==> src/rtl/uart_tx_echo.sv <==
// rtl/uart_tx_echo.sv - 8N1 serial transmitter that accepts received bytes via a done/accept handshake
module uart_tx_echo #(
  parameter int clk_frequency = 27,
  parameter int baud_rate     = 115200
) (
  input  logic       i_clk,
  input  logic       i_rst_n,
  input  logic       i_data_valid,
  input  logic [7:0] i_data_byte,
  output logic       o_byte_accept,
  output logic       o_tx,
  output logic       o_busy,
  output logic       o_done
);

  localparam int          clk_cycle = (clk_frequency * 1000000) / baud_rate;
  localparam logic [15:0] cnt_max   = 16'(clk_cycle - 1);

  typedef enum logic [1:0] {
    IDLE  = 2'd0,
    START = 2'd1,
    DATA  = 2'd2,
    STOP  = 2'd3
  } state_t;

  state_t      state, state_n;
  logic [15:0] cnt, cnt_n;
  logic [2:0]  idx, idx_n;
  logic [7:0]  shift, shift_n;
  logic        tx_n, busy_n, accept_n, done_n;

  always_ff @(posedge i_clk or negedge i_rst_n) begin
    if (!i_rst_n) begin
      state         <= IDLE;
      cnt           <= '0;
      idx           <= '0;
      shift         <= '0;
      o_tx          <= 1'b1;
      o_busy        <= 1'b0;
      o_byte_accept <= 1'b0;
      o_done        <= 1'b0;
    end else begin
      state         <= state_n;
      cnt           <= cnt_n;
      idx           <= idx_n;
      shift         <= shift_n;
      o_tx          <= tx_n;
      o_busy        <= busy_n;
      o_byte_accept <= accept_n;
      o_done        <= done_n;
    end
  end

  // Every output is computed one cycle ahead so the line level changes on the
  // same edge as the state that owns it, e.g. the start bit with the accept.
  always_comb begin
    state_n  = state;
    cnt_n    = cnt;
    idx_n    = idx;
    shift_n  = shift;
    tx_n     = o_tx;
    busy_n   = o_busy;
    accept_n = 1'b0;
    done_n   = 1'b0;
    case (state)
      IDLE: begin
        tx_n   = 1'b1;
        busy_n = 1'b0;
        cnt_n  = '0;
        idx_n  = '0;
        if (i_data_valid) begin
          shift_n  = i_data_byte;
          accept_n = 1'b1;
          busy_n   = 1'b1;
          tx_n     = 1'b0;
          state_n  = START;
        end
      end
      START: begin
        if (cnt == cnt_max) begin
          state_n = DATA;
          cnt_n   = '0;
          idx_n   = '0;
          tx_n    = shift[0];
        end else begin
          cnt_n = cnt + 16'd1;
        end
      end
      DATA: begin
        if (cnt == cnt_max) begin
          cnt_n = '0;
          if (idx == 3'd7) begin
            state_n = STOP;
            tx_n    = 1'b1;
          end else begin
            idx_n = idx + 3'd1;
            tx_n  = shift[idx_n];
          end
        end else begin
          cnt_n = cnt + 16'd1;
        end
      end
      STOP: begin
        tx_n = 1'b1;
        if (cnt == cnt_max) begin
          done_n  = 1'b1;
          busy_n  = 1'b0;
          cnt_n   = '0;
          state_n = IDLE;
        end else begin
          cnt_n = cnt + 16'd1;
        end
      end
      default: begin
        state_n = IDLE;
        tx_n    = 1'b1;
        busy_n  = 1'b0;
        cnt_n   = '0;
      end
    endcase
  end

endmodule
==> config.mk <==
export PLATFORM = sky130hd
export DESIGN_NAME = uart_tx_echo
export DESIGN_NICKNAME = d
export VERILOG_FILES = /design/src/rtl/uart_tx_echo.sv
export SDC_FILE = /design/constraint.sdc
export NUM_CORES = 1
export LEC_CHECK = 0
export CORE_AREA = 4 4 89 91
export CTS_CLUSTER_DIAMETER = 40
export DETAILED_ROUTE_END_ITERATION = 16
export DIE_AREA = 0 0 93 95
export GPL_ROUTABILITY_DRIVEN = 0
export GPL_TIMING_DRIVEN = 0
export PLACE_DENSITY = 0.51
export RECOVER_POWER = 100
export SYNTH_ARGS = -nofsm -noshare
export SYNTH_HDL_FRONTEND = slang
export SYNTH_SLANG_ARGS = --single-unit
==> constraint.sdc <==
create_clock -name i_clk -period 4.55 [get_ports i_clk]
set_input_delay 1.365 -clock i_clk [delete_from_list [all_inputs] [get_ports i_clk]]
set_output_delay 1.365 -clock i_clk [all_outputs]
set_load 0.005 [all_outputs]
==> results.md <==
- Setup TNS: 0 ns
- Vias in the first global route: roughly 1300
- Clock transition at the registers of the reported paths: 0.07 ns
- Internal power: 0.4367 mW
- Tot GR Track Use: 0.08723
- Clock tree buffer depth: 2
- Mapped Nets: ~180
- Min cycle time layout: 2.749 ns
- Slew Viols, Final: 34
- Slowest cell on the critical path: dlygate4sd3_1
- Unique masters post-synth: 39
- Dominant register cell in the synthesized netlist: dfrtp_1
- Area share of the largest cell type after synthesis: 0.4608
- Total gr overflow: 0
- Most common cell in the netlist: dfrtp_1
- Worst Hold Class: flip-flop to flip-flop
- Detail Route Antenna Nets: 0
- Placed Instances: roughly 270
- Leak: roughly 0.9 nW
- I/O pin cnt: 15
- R2r startpoint: cnt[1]$_DFF_PN0_
- Input/output buffers: 14
- CTS Buf Count: 5
- H-tree depth: 2
- DR vias: approximately 1200
- Share of post-route cells with drive strength above 1: 0.1356
- Failing checks: max-capacitance violations, max-slew violations
- EDFF count, synth: 0
- WHS: 0.4841 ns
- Maximum Capacitance Violations: 1
- Number of antenna violations at the first check in global routing: 0
- Syn Area/Cell: between 10 and 15 sq um
- Worst setup SP type: flip-flop
- Placeable Area: around 7100 sq um
- Crit-path max cell delay: between 0.5 and 0.6 ns
- Die extent in y: roughly 95 um
- Switching power: between 0.1 and 0.15 mW
- Clk_lat worst skew: 0.28 ns
- WL/cell: between 10 and 15 um
- Via density per instance: about 4.4
- Comb pwr share: 0.025
- R2r endpoint: cnt[7]$_DFF_PN0_
- Final Skew: 0.005822 ns
- Starting Density: 0.2435
- CP startpoint: o_tx$_DFFE_PN1P_
- Router iterations before antenna repair: 4
- Fin crit share: 0.6042
- CTS Hold Bufs: 0
- Pin slew with the least headroom to its limit: 1.746 ns
- Worst-path cell chain: dlygate4sd3_1
- Status: finished with violations
- RSZ-0062 raised after global routing: false
- Clk network pwr share: 0.438
- Relative slew slack: -0.1639
- DRC: 0
- Buffers and inverters on the worst path: 1
- Die ar.: between 8000 and 9000 sq um
- F_max: 0.3638 GHz
- Worst Setup EP: o_tx
- Yosys warns: 0
- Largest cells by area after synthesis: dfrtp_1 46%, ha_1 6.5%, xor2_1 5.5%
- Leading area contributor after synthesis: dfrtp_1
- Sink Count: 33
- N_diodes: 0
- FP Rows: 31
- Post-Layout Cell Count: approximately 280
- Worst Reg2Reg Path Length in Cells: 8
- Power, Total: between 0.5 and 0.6 mW
- Delay-heaviest family, CP: buffers and inverters
- Endpoints failing hold: 0
- #FFs+latches synth: 33
- Max Fanout on Critical Path: 2
- Switching portion of total power: 0.2002
- Sequential Power Share: 0.537
- CP endpoint kind: primary output
- CTS tree: yes
- Asr flop ratio synth: 1.000
- Detailed placer's ending HPWL: between 2000 and 2500 um
- First-pass GRT wire length: 6092 um
- Wirelength, routed: 3390 um
- Crit Path Class: flip-flop to primary output
- Peak supply drop: around 72 uV
- Cell Pwr Density: 263.7 nW/um^2
- Nets: 196
- Filler instances: 773
- Final Setup Violations: 0
- Mapped cell area: between 1500 and 2000 sq um
- Req. time, crit path: 3.18 ns
- Clock root buffer: clkbuf_8
- Seq/Total Area, Yosys: 0.4759
- Levels on crit path: 1
- Largest net degree at the start of global routing: 34
- Initial drt markers: between 80 and 90
- Top cells by count, synth: 32 x dfrtp_1, 17 x nor2_1, 11 x xor2_1
- P&R area growth vs syn: 19.15%
- Cts repair resizes: 0
- Post-synthesis cell count: between 150 and 200
- Critical Path AT: 1.38 ns
- DIE WIDTH: approximately 93 um
- R2r setup slk: 2.27 ns
- Post-CTS setup buffer count: 0
==> cell families (layout without fill, tap and decap cells) <==
group | Yosys count | count (layout) | synth area share
AND/OR/NAND/NOR | 59 | 59 | 0.2081
flip-flops | 33 | 33 | 0.4759
AO/OA/AOI/OAI | 17 | 17 | 0.06479
multiplexers | 13 | 13 | 0.09791
XOR/XNOR | 12 | 12 | 0.06047
buffers and inverters | 12 | 34 | 0.02807
adder cells (fa/ha/maj) | 9 | 9 | 0.06480
==> power groups by stage <==
| stage | combinational (mW) | sequential [mW] | clock, mW |
|---|---|---|---|
| floorplan | 0.0000772 | 0.299 | 0 |
| global placement | 0.0153 | 0.299 | 0 |
| detailed placement | 0.0147 | 0.299 | 0 |
| CTS | 0.0147 | 0.293 | 0.257 |
| global route | 0.0155 | 0.293 | 0.266 |
| finish | 0.0135 | 0.293 | 0.239 |
==> per-layer routing <==
metal / vias up / track usage / share of wire
met3: 7 / 0.02789 / 0.040
met5: - / 0 / 0
li1: 595 / - / -
met1: 588 / 0.1099 / 0.49
met4: 0 / 0.03663 / 0.019
met2: 21 / 0.1380 / 0.45
==> sequential cells by signal, indices dropped and copies added (netlist names) <==
signal / flops
o_tx: 1
o_done: 1
state: 2
cnt: 16
o_busy: 1
idx: 3
shift: 8
o_byte_accept: 1
==> worst min-delay path by stage <==
stage / from / end / slack [ns] / cells past startpoint
after floorplan: cnt[0]$_DFF_PN0_ / cnt[0]$_DFF_PN0_ / 0.45 / 1
after global placement: cnt[0]$_DFF_PN0_ / cnt[0]$_DFF_PN0_ / 0.48 / 1
after detailed placement: cnt[0]$_DFF_PN0_ / cnt[0]$_DFF_PN0_ / 0.48 / 1
after CTS: cnt[0]$_DFF_PN0_ / cnt[0]$_DFF_PN0_ / 0.49 / 1
after global routing: shift[1]$_DFFE_PN0P_ / shift[1]$_DFFE_PN0P_ / 0.52 / 1
final: cnt[0]$_DFF_PN0_ / cnt[0]$_DFF_PN0_ / 0.48 / 1
==> metrics by stage <==
stage / utilization / cell area [sq um] / setup WS [ns]
finish: 0.2901 / 2071 / 1.801
global route: 0.2901 / 2071 / 1.550
CTS: 0.2940 / 2098 / 1.840
detailed placement: 0.2798 / 1997 / 1.831
global placement: 0.2805 / 2002 / 1.353
floorplan: - / 1738 / 2.492
==> layout make-up <==
class	count	area, sq um	share of cell area
inverters	6	22.52	0.01088
well taps	99	123.9	0.05982
clock inverters	1	5.005	0.002417
flip-flops and latches	33	827.0	0.3994
multi-input cells	110	838.3	0.4048
clock buffers	7	96.34	0.04653
repair buffers	14	133.9	0.06465
plain buffers	6	23.77	0.01148
==> layout by cell type, fill, tap and decap left out, drive strengths merged, types with 6 or more instances in the layout <==
cell,synthesis,routed
nand4,8,8
nor2,17,17
clkbuf,4,13
dfrtp,32,32
xor2,11,11
mux2,9,9
ha,9,9
clkdlybuf4s50,0,8
inv,6,6
nand3,10,10
Power figures use the tool's default switching activity.
